`config.mk`:
```
export PLATFORM = sky130hd
export DESIGN_NAME = transmitter_fsm
export DESIGN_NICKNAME = d
export VERILOG_FILES = /design/src/rtl/transmitter_fsm.sv
export SDC_FILE = /design/constraint.sdc
export NUM_CORES = 1
export LEC_CHECK = 0
export ABC_AREA = 1
export CAP_MARGIN = 20
export CORE_MARGIN = 2
export CORE_UTILIZATION = 56
export CTS_CLUSTER_SIZE = 16
export DETAILED_ROUTE_END_ITERATION = 10
export PLACE_DENSITY = 0.82
export SLEW_MARGIN = 20
export SYNTH_ARGS = -nofsm -noshare
export SYNTH_HDL_FRONTEND = slang
export SYNTH_SLANG_ARGS = --single-unit
```
`constraint.sdc`:
```
create_clock -name baudOut -period 1.65 [get_ports baudOut]
set_input_delay 0.2475 -clock baudOut [delete_from_list [all_inputs] [get_ports baudOut]]
set_output_delay 0.2475 -clock baudOut [all_outputs]
set_load 0.005 [all_outputs]
```
`src/rtl/transmitter_fsm.sv`:
```
// ============================================================================
// transmitter_fsm
// ----------------------------------------------------------------------------
// UART serial transmitter. A byte enters through a valid/ready handshake into a
// one-byte holding register. It then goes out on the TX line as a start bit,
// 8 data bits LSB first, a parity bit and STOP_BITS stop bits. Each bit lasts
// OVERSAMPLE cycles of the baud tick clock. When a byte is already waiting at
// the end of a frame, the next frame starts with no idle gap.
//
// Parameters
//   OVERSAMPLE   baud clock cycles per serial bit (>= 2)
//   PARITY_ODD   0 = even parity, 1 = odd parity
//   STOP_BITS    number of stop bits (1 or 2)
//
// Ports
//   baudOut       in   clock, OVERSAMPLE x bit rate, posedge active
//   rst           in   synchronous active-low reset
//   dataIn[7:0]   in   byte to transmit, latched on an accepted handshake
//   dataValid     in   source presents a byte on dataIn
//   dataReady     out  holding register empty (handshake accepted when both high)
//   serialOutput  out  TX line, idle high
//   busy          out  high while a frame is on the line
//   frameDone     out  one-cycle pulse after each completed frame
// ============================================================================
module transmitter_fsm #(
    parameter int unsigned OVERSAMPLE = 16,
    parameter bit          PARITY_ODD = 1'b0,
    parameter int unsigned STOP_BITS  = 1
) (
    input  logic       baudOut,
    input  logic       rst,
    input  logic [7:0] dataIn,
    input  logic       dataValid,
    output logic       dataReady,
    output logic       serialOutput,
    output logic       busy,
    output logic       frameDone
);

    localparam int unsigned TICK_W = (OVERSAMPLE > 1) ? $clog2(OVERSAMPLE) : 1;
    localparam int unsigned BIT_W  = 3;
    localparam int unsigned STOP_W = 1;

    localparam logic [TICK_W-1:0] TICK_LAST = TICK_W'(OVERSAMPLE - 1);
    localparam logic [BIT_W-1:0]  BIT_LAST  = BIT_W'(7);
    localparam logic [STOP_W-1:0] STOP_LAST = STOP_W'(STOP_BITS - 1);

    typedef enum logic [2:0] {
        S_IDLE   = 3'd0,
        S_START  = 3'd1,
        S_DATA   = 3'd2,
        S_PARITY = 3'd3,
        S_STOP   = 3'd4
    } state_t;

    // ------------------------------------------------------------------------
    // Registers
    // ------------------------------------------------------------------------
    state_t              r_state;
    logic [TICK_W-1:0]   r_tick;
    logic [BIT_W-1:0]    r_bit;
    logic [STOP_W-1:0]   r_stop;
    logic [7:0]          r_shift;
    logic                r_parity;
    logic [7:0]          r_hold;
    logic                r_hold_full;
    logic                r_ready;
    logic                r_tx;
    logic                r_busy;
    logic                r_done;

    // ------------------------------------------------------------------------
    // Next-state / next-output wires
    // ------------------------------------------------------------------------
    state_t              w_state_nxt;
    logic [TICK_W-1:0]   w_tick_nxt;
    logic [BIT_W-1:0]    w_bit_nxt;
    logic [STOP_W-1:0]   w_stop_nxt;
    logic [7:0]          w_shift_nxt;
    logic                w_parity_nxt;
    logic                w_load;
    logic                w_frame_end;
    logic                w_tick_last;
    logic                w_accept;
    logic                w_tx_nxt;
    logic                w_busy_nxt;
    logic                w_done_nxt;

    assign w_tick_last = (r_tick == TICK_LAST);

    // Handshake uses the registered holding flag, so a byte accepted on the
    // last stop edge is only seen by the FSM on the following edge.
    assign w_accept    = dataValid & ~r_hold_full;

    // ------------------------------------------------------------------------
    // State register and datapath registers
    // ------------------------------------------------------------------------
    always_ff @(posedge baudOut) begin
        if (!rst) begin
            r_state     <= S_IDLE;
            r_tick      <= '0;
            r_bit       <= '0;
            r_stop      <= '0;
            r_shift     <= '0;
            r_parity    <= 1'b0;
            r_hold      <= '0;
            r_hold_full <= 1'b0;
            r_ready     <= 1'b1;
            r_tx        <= 1'b1;
            r_busy      <= 1'b0;
            r_done      <= 1'b0;
        end else begin
            r_state  <= w_state_nxt;
            r_tick   <= w_tick_nxt;
            r_bit    <= w_bit_nxt;
            r_stop   <= w_stop_nxt;
            r_shift  <= w_shift_nxt;
            r_parity <= w_parity_nxt;
            r_tx     <= w_tx_nxt;
            r_busy   <= w_busy_nxt;
            r_done   <= w_done_nxt;

            // Load and accept are mutually exclusive: load needs a full
            // holding register, accept needs an empty one.
            if (w_load) begin
                r_hold_full <= 1'b0;
                r_ready     <= 1'b1;
            end else if (w_accept) begin
                r_hold      <= dataIn;
                r_hold_full <= 1'b1;
                r_ready     <= 1'b0;
            end
        end
    end

    // ------------------------------------------------------------------------
    // Next-state logic: bit sequencing and tick counting
    // ------------------------------------------------------------------------
    always_comb begin
        w_state_nxt  = r_state;
        w_tick_nxt   = r_tick + TICK_W'(1);
        w_bit_nxt    = r_bit;
        w_stop_nxt   = r_stop;
        w_shift_nxt  = r_shift;
        w_parity_nxt = r_parity;
        w_load       = 1'b0;
        w_frame_end  = 1'b0;

        case (r_state)
            S_IDLE: begin
                w_tick_nxt = '0;
                w_load     = r_hold_full;
            end

            S_START: begin
                if (w_tick_last) begin
                    w_state_nxt = S_DATA;
                    w_tick_nxt  = '0;
                    w_bit_nxt   = '0;
                end
            end

            S_DATA: begin
                if (w_tick_last) begin
                    w_tick_nxt  = '0;
                    w_shift_nxt = {1'b0, r_shift[7:1]};
                    if (r_bit == BIT_LAST) begin
                        w_state_nxt = S_PARITY;
                    end else begin
                        w_bit_nxt = r_bit + BIT_W'(1);
                    end
                end
            end

            S_PARITY: begin
                if (w_tick_last) begin
                    w_state_nxt = S_STOP;
                    w_tick_nxt  = '0;
                    w_stop_nxt  = '0;
                end
            end

            S_STOP: begin
                if (w_tick_last) begin
                    w_tick_nxt = '0;
                    if (r_stop == STOP_LAST) begin
                        w_frame_end = 1'b1;
                        w_state_nxt = S_IDLE;
                        w_load      = r_hold_full;
                    end else begin
                        w_stop_nxt = r_stop + STOP_W'(1);
                    end
                end
            end

            default: begin
                w_state_nxt = S_IDLE;
                w_tick_nxt  = '0;
            end
        endcase

        // Transfer holding register into the shifter and start a new frame.
        if (w_load) begin
            w_state_nxt  = S_START;
            w_tick_nxt   = '0;
            w_bit_nxt    = '0;
            w_stop_nxt   = '0;
            w_shift_nxt  = r_hold;
            w_parity_nxt = (^r_hold) ^ PARITY_ODD;
        end
    end

    // ------------------------------------------------------------------------
    // Output logic: line level for the upcoming cycle, registered next edge
    // ------------------------------------------------------------------------
    always_comb begin
        w_tx_nxt   = 1'b1;
        w_busy_nxt = (w_state_nxt != S_IDLE);
        w_done_nxt = w_frame_end;

        case (w_state_nxt)
            S_START:  w_tx_nxt = 1'b0;
            S_DATA:   w_tx_nxt = w_shift_nxt[0];
            S_PARITY: w_tx_nxt = w_parity_nxt;
            default:  w_tx_nxt = 1'b1;
        endcase
    end

    assign dataReady    = r_ready;
    assign serialOutput = r_tx;
    assign busy         = r_busy;
    assign frameDone    = r_done;

endmodule

```
==> reports/results.txt <==
TritonCTS buffer count - 5
CTS tree - built
H-tree depth - 2
Final period util - 92.10%
Layout overhead on the synthesized area - 13.86%
Post-Syn Nets - 233
Largest net degree at the start of global routing - 18
Critical path's slowest cell - dfxtp_1
First-pass GRT wire length - 5.313 mm
Max Slew Vio Count - 0
Crit path cell chain - ha_1 > nand3_4 > nand2_4 > nand2_8 > inv_4 > or2_1 > nand3_1 > nand3_1
Initial antenna violation count - 0
Cells after Synth - 219
Required time worst endpoint - 1.88 ns
Seq/Total Area, Yosys - 39.41%
CP bufs+invs - 1
ANT cells - 0
Dpl hpwl - 2.215 mm
Main flop type after synthesis - dfxtp_1
Hold WS - 0.4495 ns
Share of post-route cells with drive strength above 1 - 15.48%
Clk Latency, worst-skew pair - 0.34 ns
Vias in the first global route - 1243
Clock transition at the registers of the reported paths - 0.09 ns
Die W - 57.88 µm
Root Driver - clkbuf_4
Total GRT Usage - 20.66%
Slowest stage delay, CP - 0.33 ns
Pleak - 0.0008303 µW
Vias - 1357
Min-Delay Path Class - reg2reg
Max FO, Critical Path - 15
Pwr dens - 861.4 nW/µm²
WL/cell - 10.84 µm
Post-Syn Area per Cell - 7.422 µm²
Final Hold Violating Endpoints - 0
Die area - 3350 µm²
CORE AREA - 2758 µm²
Fillers - 248
Status - finished, final reports clean
Flops & latches, synth - 32
Worst EP arrival - 1.75 ns
# nets final - 252
Wirelength, routed - 2.927 mm
Core Rows - 19
CP endpoint kind - flip-flop
Post_cts resized - 0
# IOs - 15
GRT overflow - 0
Crit-path most repeated cell - nand3_1
CTS Buffer Depth - 2
Kind of critical path - reg2reg
Final setup viols - 0
Post-synth EDFFs - 0
Drt via density - 5.026
Worst setup SP type - flip-flop
GPL Wtd Cong - 0.8300
Delay-heaviest family, CP - simple AND/OR/NAND/NOR gates
Max IR drop VDD - 0.6851 mV
Die extent in y - 57.88 µm
Post-CTS Setup Bufs - 0
Tmin final - 1.520 ns
Clock sinks - 32
Starting DRT DRC Count - 33
Relative slew slack - 72.78%
Final Skew - 0.009330 ns
Multi-input combinational cell area - 838.3 µm²
Synth warnings - 0
Worst Max-Slew Pin Slew - 0.4079 ns
Max-Cap Viols - 0
Hold_buf cts - 0
Fmax - 658.1 MHz
DRC - 0
Setup TNS - 0 ns
Cell variety after synth - 34
Starting Density - 58.94%
Drt first pass iters - 4
RSZ-0062 raised after global routing - false
Synthesized area - 1625 µm²
Async S/R FF share, synth - 0%
Reg area - 640.6 µm²
PortBufs - 14
Antenna Nets Post-Route - 0
placed cells by master (no fill, tap or decap):
| cell | instances |
|---|---|
| a21oi_1 | 14 |
| a21oi_2 | 2 |
| and2_1 | 1 |
| buf_4 | 1 |
| clkbuf_1 | 2 |
| clkbuf_4 | 5 |
| clkbuf_8 | 1 |
| clkdlybuf4s50_1 | 14 |
| dfxtp_1 | 32 |
| ha_1 | 3 |
| inv_1 | 26 |
| inv_2 | 6 |
| inv_4 | 1 |
| nand2_1 | 63 |
| nand2_2 | 4 |
| nand2_4 | 3 |
| nand2_8 | 1 |
| nand3_1 | 10 |
| nand3_2 | 2 |
| nand3_4 | 1 |
| nor2_1 | 14 |
| nor2_2 | 1 |
| nor2_4 | 4 |
| nor2_8 | 1 |
| nor3_1 | 1 |
| nor3_2 | 1 |
| nor3b_2 | 1 |
| nor4_1 | 1 |
| o211ai_1 | 5 |
| o21a_1 | 1 |
| o21ai_0 | 11 |
| o21ai_1 | 1 |
| o21ai_2 | 2 |
| o32ai_1 | 1 |
| or2_1 | 1 |
| xor2_1 | 1 |
per-stage QoR:
stage          instances  area (µm²)  worst slack (ns)  power [µW]  utilization [%]
5_1_grt              270        1851          0.003618        1683            67.11
3_3_place_gp         262        1792            0.1875        1133            64.97
2_1_floorplan        219        1625            0.2662        1068                -
3_5_place_dp         262        1792            0.1288        1142            64.97
4_1_cts              270        1851            0.1202        1603            67.11
6_report             270        1851            0.1304        1594            67.11
final timing paths:
path,to,startpoint,cells past startpoint,slack (ns)
max,serialOutput,r_tick[0],8,0.13
min,r_tick[0],r_tick[0],1,0.45
max reg2reg,serialOutput,r_tick[0],8,0.13
min reg2reg,r_tick[0],r_tick[0],1,0.45
Yosys cell counts, drive strengths merged (2+ instances only):
cell | count | area [µm²]
dfxtp | 32 | 640.6
nand2 | 71 | 315.3
nor3 | 2 | 15.01
a21oi | 16 | 87.59
nor2 | 20 | 123.9
o21ai | 14 | 77.57
inv | 33 | 126.4
buf | 2 | 16.26
nand3 | 13 | 87.59
o211ai | 5 | 37.54
ha | 3 | 37.54
sequential cells by signal (all words and copies together) (netlist names):
name / count
serialOutput: 1
r_shift: 8
dataReady: 1
r_tick: 4
r_hold: 8
r_bit: 3
busy: 1
r_hold_full: 1
r_parity: 1
frameDone: 1
r_state: 3
layer usage:
metal	global-route usage [%]	wire, µm
met5	0	0
met4	8.306	53
met3	6.920	105
met2	32.14	1324
met1	26.44	1444
report_power, final:
group	leakage, µW	switching (µW)	internal [µW]
registers	0.000262	33.1	820
clock network	0.0000326	260	210
logic	0.000536	156	115
total	0.000830	449	1150
area by class of cell:
class,count,area share (%)
clock buffers,8,3.178
inverters,33,6.829
multi-input cells,151,45.30
flip-flops and latches,32,34.62
well taps,31,2.096
repair buffers,15,7.978
kinds of logic (layout without fill, tap and decap cells):
family	Yosys count	after routing	synth area share [%]
AOI/OAI and AO/OA	37	37	13.47
xor gates and xnor gates	1	1	0.5390
adders and majority gates	3	3	2.310
buffers and inverters	36	56	9.006
DFF	32	32	39.41
and+or+nand+nor	110	110	35.26
Note: power is estimated with default switching activity, not from simulation.
